<file path="src/rtl/qpsk_symbol_scheduler_pkg.sv">
// Shared definitions for the QPSK symbol scheduler: CtrlPort register map,
// REG_CTRL bit positions and the scheduler FSM encoding.
package qpsk_symbol_scheduler_pkg;

    localparam logic [19:0] REG_REPEAT = 20'h0;
    localparam logic [19:0] REG_CTRL   = 20'h4;
    localparam logic [19:0] REG_SYMCNT = 20'h8;
    localparam logic [19:0] REG_STATUS = 20'hC;

    localparam int CTRL_EN_BIT  = 0;
    localparam int CTRL_MSB_BIT = 1;

    typedef enum logic {
        ST_IDLE = 1'b0,
        ST_EMIT = 1'b1
    } sched_state_t;

    // Observable FSM snapshot; busy status and out_tlast are derived from it.
    typedef struct packed {
        sched_state_t state;
        logic         last_beat;
    } sched_dbg_t;

endpackage

</file>
<file path="src/rtl/qpsk_symbol_scheduler_regs.sv">
// CtrlPort register file: repeat count with clamping, enable/bit-order control,
// symbol counter and busy status. Every request is acknowledged one cycle later.
module qpsk_symbol_scheduler_regs
    import qpsk_symbol_scheduler_pkg::*;
#(
    parameter int MAX_REPEAT        = 16,
    parameter int REP_W             = 5,
    parameter int DEFAULT_REPEAT    = 4,
    parameter bit DEFAULT_MSB_FIRST = 1'b1
) (
    input  logic             clk,
    input  logic             rst,
    input  logic             req_wr,
    input  logic             req_rd,
    input  logic [19:0]      req_addr,
    input  logic [31:0]      req_data,
    input  logic             sym_beat,
    input  logic             busy,
    output logic             resp_ack,
    output logic [31:0]      resp_data,
    output logic [REP_W-1:0] rep_cfg,
    output logic             enable,
    output logic             msb_first
);

    logic [31:0]      sym_cnt;
    logic [31:0]      rd_data;
    logic [REP_W-1:0] wr_rep;

    always_comb begin
        rd_data = 32'd0;
        case (req_addr)
            REG_REPEAT: rd_data = 32'(rep_cfg);
            REG_CTRL:   rd_data = {30'd0, msb_first, enable};
            REG_SYMCNT: rd_data = sym_cnt;
            REG_STATUS: rd_data = {31'd0, busy};
            default:    rd_data = 32'd0;
        endcase
    end

    // A repeat of zero would never emit, so it is promoted to one.
    always_comb begin
        wr_rep = req_data[REP_W-1:0];
        if (req_data == 32'd0) begin
            wr_rep = REP_W'(1);
        end else if (req_data > 32'(MAX_REPEAT)) begin
            wr_rep = REP_W'(MAX_REPEAT);
        end
    end

    always_ff @(posedge clk) begin
        if (rst) begin
            resp_ack  <= 1'b0;
            resp_data <= 32'd0;
            rep_cfg   <= REP_W'(DEFAULT_REPEAT);
            enable    <= 1'b0;
            msb_first <= DEFAULT_MSB_FIRST;
            sym_cnt   <= 32'd0;
        end else begin
            resp_ack  <= req_rd | req_wr;
            resp_data <= req_rd ? rd_data : 32'd0;
            if (req_wr) begin
                case (req_addr)
                    REG_REPEAT: rep_cfg <= wr_rep;
                    REG_CTRL: begin
                        enable    <= req_data[CTRL_EN_BIT];
                        msb_first <= req_data[CTRL_MSB_BIT];
                    end
                    default: ;
                endcase
            end
            if (req_wr && req_addr == REG_SYMCNT) begin
                sym_cnt <= 32'd0;
            end else if (sym_beat) begin
                sym_cnt <= sym_cnt + 32'd1;
            end
        end
    end

endmodule

</file>
<file path="src/rtl/qpsk_symbol_scheduler.sv">
// Splits each 32-bit input word into 16 dibits and emits each dibit rep_sh
// times; repeat and bit order are snapshotted per word at acceptance.
module qpsk_symbol_scheduler
    import qpsk_symbol_scheduler_pkg::*;
#(
    parameter int MAX_REPEAT        = 16,
    parameter int REP_W             = 5,
    parameter int DEFAULT_REPEAT    = 4,
    parameter bit DEFAULT_MSB_FIRST = 1'b1
) (
    input  logic        axis_data_clk,
    input  logic        axis_data_rst,
    input  logic        s_ctrlport_req_wr,
    input  logic        s_ctrlport_req_rd,
    input  logic [19:0] s_ctrlport_req_addr,
    input  logic [31:0] s_ctrlport_req_data,
    output logic        s_ctrlport_resp_ack,
    output logic [31:0] s_ctrlport_resp_data,
    input  logic [31:0] in_tdata,
    input  logic        in_tlast,
    input  logic        in_tvalid,
    output logic        in_tready,
    output logic [31:0] out_tdata,
    output logic        out_tlast,
    output logic        out_tvalid,
    input  logic        out_tready
);

    // Both streams use AXI-Stream semantics: a beat transfers on a rising edge
    // where valid && ready; valid never drops and data/last never change
    // until that beat transfers.

    sched_state_t     state, state_nx;
    sched_dbg_t       dbg;
    logic [31:0]      word_sh;
    logic             tlast_sh;
    logic [REP_W-1:0] rep_sh;
    logic             ord_sh;
    logic [3:0]       idx;
    logic [REP_W-1:0] rcnt;
    logic             last_rep;
    logic             out_hs;
    logic [4:0]       shamt;
    logic [1:0]       dibit;
    logic [REP_W-1:0] rep_cfg;
    logic             enable;
    logic             msb_first;

    assign last_rep      = (rcnt == rep_sh - REP_W'(1));
    assign out_hs        = out_tvalid & out_tready;
    assign dbg.state     = state;
    assign dbg.last_beat = (idx == 4'hF) && last_rep;

    always_comb begin
        state_nx   = state;
        in_tready  = 1'b0;
        out_tvalid = 1'b0;
        case (state)
            ST_IDLE: begin
                in_tready = enable;
                if (enable && in_tvalid) begin
                    state_nx = ST_EMIT;
                end
            end
            ST_EMIT: begin
                out_tvalid = 1'b1;
                if (out_tready && dbg.last_beat) begin
                    state_nx = ST_IDLE;
                end
            end
            default: state_nx = ST_IDLE;
        endcase
    end

    always_ff @(posedge axis_data_clk) begin
        if (axis_data_rst) begin
            state    <= ST_IDLE;
            word_sh  <= 32'd0;
            tlast_sh <= 1'b0;
            rep_sh   <= REP_W'(1);
            ord_sh   <= 1'b0;
            idx      <= 4'd0;
            rcnt     <= '0;
        end else begin
            state <= state_nx;
            if (in_tready && in_tvalid) begin
                word_sh  <= in_tdata;
                tlast_sh <= in_tlast;
                rep_sh   <= rep_cfg;
                ord_sh   <= msb_first;
                idx      <= 4'd0;
                rcnt     <= '0;
            end else if (out_hs) begin
                if (last_rep) begin
                    rcnt <= '0;
                    idx  <= idx + 4'd1;
                end else begin
                    rcnt <= rcnt + REP_W'(1);
                end
            end
        end
    end

    // MSB-first dibit i sits at bit 30-2i = 2*(15-i) = 2*~i.
    assign shamt     = ord_sh ? {~idx, 1'b0} : {idx, 1'b0};
    assign dibit     = word_sh[shamt +: 2];
    assign out_tdata = out_tvalid ? {30'd0, dibit} : 32'd0;
    assign out_tlast = out_tvalid & tlast_sh & dbg.last_beat;

    qpsk_symbol_scheduler_regs #(
        .MAX_REPEAT       (MAX_REPEAT),
        .REP_W            (REP_W),
        .DEFAULT_REPEAT   (DEFAULT_REPEAT),
        .DEFAULT_MSB_FIRST(DEFAULT_MSB_FIRST)
    ) u_regs (
        .clk      (axis_data_clk),
        .rst      (axis_data_rst),
        .req_wr   (s_ctrlport_req_wr),
        .req_rd   (s_ctrlport_req_rd),
        .req_addr (s_ctrlport_req_addr),
        .req_data (s_ctrlport_req_data),
        .sym_beat (out_hs),
        .busy     (dbg.state == ST_EMIT),
        .resp_ack (s_ctrlport_resp_ack),
        .resp_data(s_ctrlport_resp_data),
        .rep_cfg  (rep_cfg),
        .enable   (enable),
        .msb_first(msb_first)
    );

endmodule
</file>
<file path="config.mk">
export PLATFORM = sky130hd
export DESIGN_NAME = qpsk_symbol_scheduler
export DESIGN_NICKNAME = d
export VERILOG_FILES = /design/src/rtl/qpsk_symbol_scheduler_pkg.sv /design/src/rtl/qpsk_symbol_scheduler_regs.sv /design/src/rtl/qpsk_symbol_scheduler.sv
export SDC_FILE = /design/constraint.sdc
export NUM_CORES = 1
export LEC_CHECK = 0
export BUFFER_PORTS_ARGS = -buffer_cell sky130_fd_sc_hd__buf_2
export CORE_ASPECT_RATIO = 1.25
export CORE_MARGIN = 1
export CORE_UTILIZATION = 25
export DETAILED_ROUTE_END_ITERATION = 8
export PLACE_DENSITY = 0.44
export SETUP_SLACK_MARGIN = 0.4
export SLEW_MARGIN = 20
export SYNTH_ARGS = -nofsm -noshare
export SYNTH_HDL_FRONTEND = slang
export SYNTH_SLANG_ARGS = --single-unit
</file>
<file path="constraint.sdc">
create_clock -name axis_data_clk -period 2.7 [get_ports axis_data_clk]
set_clock_uncertainty 0.1 [all_clocks]
set_input_delay 0.54 -clock axis_data_clk [delete_from_list [all_inputs] [get_ports axis_data_clk]]
set_output_delay 0.54 -clock axis_data_clk [all_outputs]
set_load 0.05 [all_outputs]
</file>
Yosys cells after proc, flatten, opt, wreduce, memory -nomap -nowiden
Index checks and enable logic that the tools add are counted.
- output and inout bits: 68
- logic and storage cells: 55
- input bits: 91
- register bits after elaboration: 121
- add/sub/neg operators: 4
- order comparisons: 1
- mux-type cells: 11
- reductions and logical operators: 13
- bitwise gates (word level): 7
- eq/ne operators: 5
- shifts and indexed selects: 1
- operators with widths (operator ; number):
    $pmux W32 S4 ; 1
    $eq A20 B4 Y1 const B ; 2
    $add A32 B1 Y32 const B ; 1
    $gt A32 B5 Y1 const B ; 1
    $logic_not A32 Y1 ; 1
    $shiftx A32 B6 Y2 ; 1
    $eq A20 B3 Y1 const B ; 1
    $logic_not A20 Y1 ; 1
    $mux W5 ; 4
    $reduce_and A2 Y1 ; 3
    $reduce_or A2 Y1 ; 3
    $add A5 B1 Y5 const B ; 1
    $eq A5 B5 Y1 ; 1
    $logic_and A1 B1 Y1 ; 5
    $sub A5 B1 Y5 const B ; 1
    $add A4 B1 Y4 const B ; 1
    $eq A4 B4 Y1 const B ; 1
    $mux W1 ; 4
    $not A4 Y4 ; 1
    $and A1 B1 Y1 ; 3
    $mux W2 ; 1
    $not A1 Y1 ; 2
    $pmux W1 S2 ; 1
    $or A1 B1 Y1 ; 1

Depth between registers and ports, before layout
- word-level depth: 6
- depth in mapped cells: 8

Hierarchy
From an unflattened synthesis, not the netlist that was laid out.
- cell total of the unflattened synthesis: 657
- area, all modules: 5834.3 um^2
- modules (own cells, without submodules) (module ; instances ; cells an instance ; area each (um^2)):
    qpsk_symbol_scheduler_regs ; 1 ; 337 ; 3011.6
    qpsk_symbol_scheduler ; 1 ; 320 ; 2822.7

Least setup slack after synthesis
OpenSTA, ideal clock, no wires.
- kind: flip-flop to output port
- start point: register rep_sh[0]
- end point: output out_tlast
- data arrival time: 2.808 ns
- path slack: -0.748 ns
- cell stages (with the launch flop): 8
- data required time: 2.060 ns
- path through: dfxtp_1 inv_1 ha_1 xnor2_1 a211oi_1 o311ai_1 clkbuf_1 nor4_1
- word-level cells in the longest chain between the ends: 4
- ends and longest elaborated chain (item ; RTL line ; RTL):
    start, declared ; qpsk_symbol_scheduler.sv:37 ; logic [REP_W-1:0] rep_sh;
    start signal, assigned ; qpsk_symbol_scheduler.sv:89 ; rep_sh <= rep_cfg;
    $sub A5 B1 Y5 ; qpsk_symbol_scheduler.sv:49 ; assign last_rep = (rcnt == rep_sh - REP_W'(1));
    $eq A5 B5 Y1 ; qpsk_symbol_scheduler.sv:49 ;
    $logic_and A1 B1 Y1 ; qpsk_symbol_scheduler.sv:52 ; assign dbg.last_beat = (idx == 4'hF) && last_rep;
    $and A1 B1 Y1 ; qpsk_symbol_scheduler.sv:108 ; assign out_tlast = out_tvalid & tlast_sh & dbg.last_beat;
    end, declared ; qpsk_symbol_scheduler.sv:24 ; output logic out_tlast,
Every way passes these cells.

Worst setup path after layout
- start point: register idx[0]
- end point: output out_tdata[0]
- word-level cells in the longest chain between the ends: 4
- ends and longest elaborated chain (item ; RTL line ; RTL):
    start, declared ; qpsk_symbol_scheduler.sv:39 ; logic [3:0] idx;
    start signal, assigned ; qpsk_symbol_scheduler.sv:96 ; idx <= idx + 4'd1;
    $not A4 Y4 ; qpsk_symbol_scheduler.sv:105 ; assign shamt = ord_sh ? {~idx, 1'b0} : {idx, 1'b0};
    $mux W5 * ; qpsk_symbol_scheduler.sv:105 ;
    $shiftx A32 B6 Y2 * ; qpsk_symbol_scheduler.sv:106 ; assign dibit = word_sh[shamt +: 2];
    $mux W2 * ; qpsk_symbol_scheduler.sv:107 ; assign out_tdata = out_tvalid ? {30'd0, dibit} : 32'd0;
    end, declared ; qpsk_symbol_scheduler.sv:23 ; output logic [31:0] out_tdata,
Mark *: on every way between the ends. The rest lies on a longest branch, timed or not.

==> qor.yml <==
run_status:
  status: "finished with violations"
  violations: "setup timing"
timing:
  worst_pin_slew_ps: 641
  hold_viol: 0
  finalSetupViolations: 2
  fin_crit_sh: 1.03
  rsz0062_at_grt: "yes"
  timing.hold.ws_ps: 258
  fmax_mhz: 359
  slew_headroom: 0.572
  final_max_slew_viol_count: 0
  worst_slack_ps: -86.3
  fin_crit_ps: 2790
setup_path:
  arrival_ps: 2150
  crit_type: "reg -> out"
  crit_chain: "buf_12 -> buf_8 -> mux2i_4 -> o311ai_4 -> o41ai_4 -> a221oi_4 -> buf_6"
  worstPathMaxFanout: 8
  critPathRequiredTime_ps: 2060
  crit_start: "idx[0]$_SDFFE_PP0P_"
  r2r_start: "rep_sh[1]$_SDFFE_PP0P_"
  crit_path_end_kind: "output pin"
  startpoint_type: "register"
  cp_slowest_cell: "dfxtp_4"
  crit_path_max_incr_delay_ps: 380
clocking:
  clk_pin_slew_ps: 60
  cts_tree: "done"
  cts_buffers: 17
  clockBufferDepth: 2
  ctsRootBufferMaster: "clkbuf_16"
  cts.sinks: 121
  insertion_delay_ps: 420
  holdBufCountCts: 0
  h-tree-depth: 4
die:
  die_h_um: 169
  fp.coreArea_um2: 21700
  die_area_um2: 22900
  placementRows: 60
  ios: 159
  start_util: 0.257
  die_x_um: 136
synth:
  avgSynthCellArea_um2: 8.77
  synth_cells: 636
  synth_top_family_by_area: "simple AND/OR/NAND/NOR gates"
  syn-cell-area_um2: 5580
  synthMuxAreaShare: 0.0788
  synth_cell_types: 54
  synth.largest_area_cell: "dfxtp_1"
  async_flop_share: 0
  synth_edf_count: 0
  synthFlopType: "dfxtp_1"
  ys_seq_elements: 121
  synth.top_cell.area_share: 0.434
  synth_warnings: 0
  synth_xor_xnor_area_share: 0.0613
  ys_seq_area_frac: 0.434
  synthTopCellsByArea: "dfxtp_1 (43%), nand2_1 (6.3%), a21oi_1 (4.6%)"
  synthSimpleGateAreaFrac: 0.251
  synth-compound-area-share: 0.0888
  synth_adder_area_share: 0.00897
worst_hold_path:
  hp-start: "in_tdata[20]"
  hp-class: "in -> reg"
final_layout:
  multi_input_area_um2: 3020
  nets: 877
  final_cell_area_um2: 7550
  fin_util: 0.348
  drive_gt1_frac: 0.312
  syn2layout_area_growth_pct: 35.4
  fillers: 2277
  seqCellArea_um2: 2430
route:
  wl_mm: 14.4
  wl_per_cell_um: 13.4
  antenna_left: 0
  dr.pass1.iters: 4
  vias: 4675
  drc: 0
  drt-initial-drc-count: 187
  via_per_inst: 4.35
power:
  vdd.ir_drop.worst_uv: 429
  leakage_nw: 2.93
  power_density_nw_per_um2: 611
placed_design:
  port_buffers: 128
  place_congestion: 0.740
  hpwl_mm: 10.6
  placed_cell_area_um2: 6590
global_route:
  antenna_found_initial: 0
  grt_start_max_net_pins: 52
  grt_pass1_vias: 4524
  groute.usage.overall: 0.129
  grt_pass1_wl_mm: 22.7
  grt_overflow: 0
flow_run:
  maxCapViolCount: 0
## where the power goes
| part | internal, mW | switching (mW) | leakage [nW] |
|---|---|---|---|
| clock network | 1.80 | 0.813 | 0.326 |
| registers | 1.79 | 0.000184 | 0.977 |
| logic | 0.0590 | 0.154 | 1.63 |
## worst max-delay path, delay by kind of cell, from the launching register on
family	cells	cell delay, ps
buffers and inverters	3	460
multiplexers	1	180
AO/OA/AOI/OAI	3	720
flip-flops	1	380
## synth_stat cells, types with 2 or more instances
cell	instances
nor4_1	12
mux4_2	8
o41ai_1	2
or4_1	2
o211ai_1	3
inv_1	7
buf_2	8
nand2_1	94
nor4_2	2
o31ai_1	2
clkbuf_1	29
mux2i_1	18
and2_1	31
nand3b_1	3
o21ai_0	6
a31oi_1	2
nor3_1	9
buf_4	30
a21oi_1	51
nand4_1	17
dfxtp_1	121
nand2b_1	8
and3_1	5
and4_1	2
nor2b_1	7
ha_1	4
nand3_1	20
nor2_1	53
a211oi_1	3
mux2_2	7
or3_1	5
buf_6	2
xnor2_1	12
nor3b_1	4
xor2_1	27
a211o_1	2
## kinds of logic after synthesis
kind of cell,count (synthesis)
simple gates,279
flops,121
compound gates,83
buf+inv,76
xor+xnor,39
mux,33
fa+ha+maj,4
other cells,1
## through the flow
step	TNS, ps	cells	setup slack (ps)	power (mW)
after floorplan	0	665	167	1.99
after global placement	0	1028	16.6	2.04
after detailed placement	0	1028	7.70	2.04
after CTS	-209	1070	-112	4.68
after global routing	-371	1074	-179	4.79
final	-162	1075	-86.3	4.61
## layout by cell type (no fill, tap or decap), drive strengths merged, types with 4 or more instances in the layout
cell type,synthesis,layout
xor2,27,27
a21oi,51,51
or3,5,5
xnor2,12,12
and2,31,31
nor2,53,53
nand3,20,20
inv,7,7
nor2b,8,8
nand2b,8,8
bufinv,0,6
nand4,17,17
nor3,10,10
mux2,7,7
nor3b,4,4
conb,1,30
mux2i,18,18
clkbuf,29,21
and3,5,5
mux4,8,8
o21ai,7,7
nand2,94,94
buf,40,167
ha,4,4
dfxtp,121,121
nor4,15,15
## state kept, by name (all words and copies together), names as in the netlist, 4 cells and up
signal            count
u_regs.resp_data     32
u_regs.sym_cnt       32
word_sh              32
rcnt                  5
rep_sh                5
u_regs.rep_cfg        5
idx                   4
## per-layer routing
layer	routed length (um)	part of all wire	GRT usage
met5	0	0	0
met4	176	0.012	0.0440
met3	601	0.042	0.0392
met2	7400	0.52	0.224
met1	6190	0.43	0.148
## timing repair
| item | 4_1_cts | 5_1_grt |
|---|---|---|
| setup buffers | 10 | 4 |
| pin swaps | 8 | 3 |
| cloned | 0 | 0 |
| endpoints found under the setup margin | 3 | 6 |
| resized for setup | 25 | 11 |
## worst paths after layout
path,end,slack [ps],depth (start not counted)
hold reg to reg,tlast_sh$_SDFFE_PP0P_,370,2
hold / removal,word_sh[20]$_SDFFE_PP0P_,260,3
setup reg to reg,idx[3]$_SDFFE_PP0P_,470,9
setup / recovery,out_tdata[0],-90,7
## layout make-up
| cell class | instances | share of cell area |
|---|---|---|
| Clock inverter | 11 | 0.0287 |
| Antenna cell | 1 | 0.000331 |
| Clock buffer | 21 | 0.0623 |
| Tap cell | 279 | 0.0462 |
| Timing Repair Buffer | 167 | 0.137 |
| Inverter | 7 | 0.00348 |
| Multi-Input combinational cell | 468 | 0.400 |
| Sequential cell | 121 | 0.322 |
(Power assumes the default switching activity.)
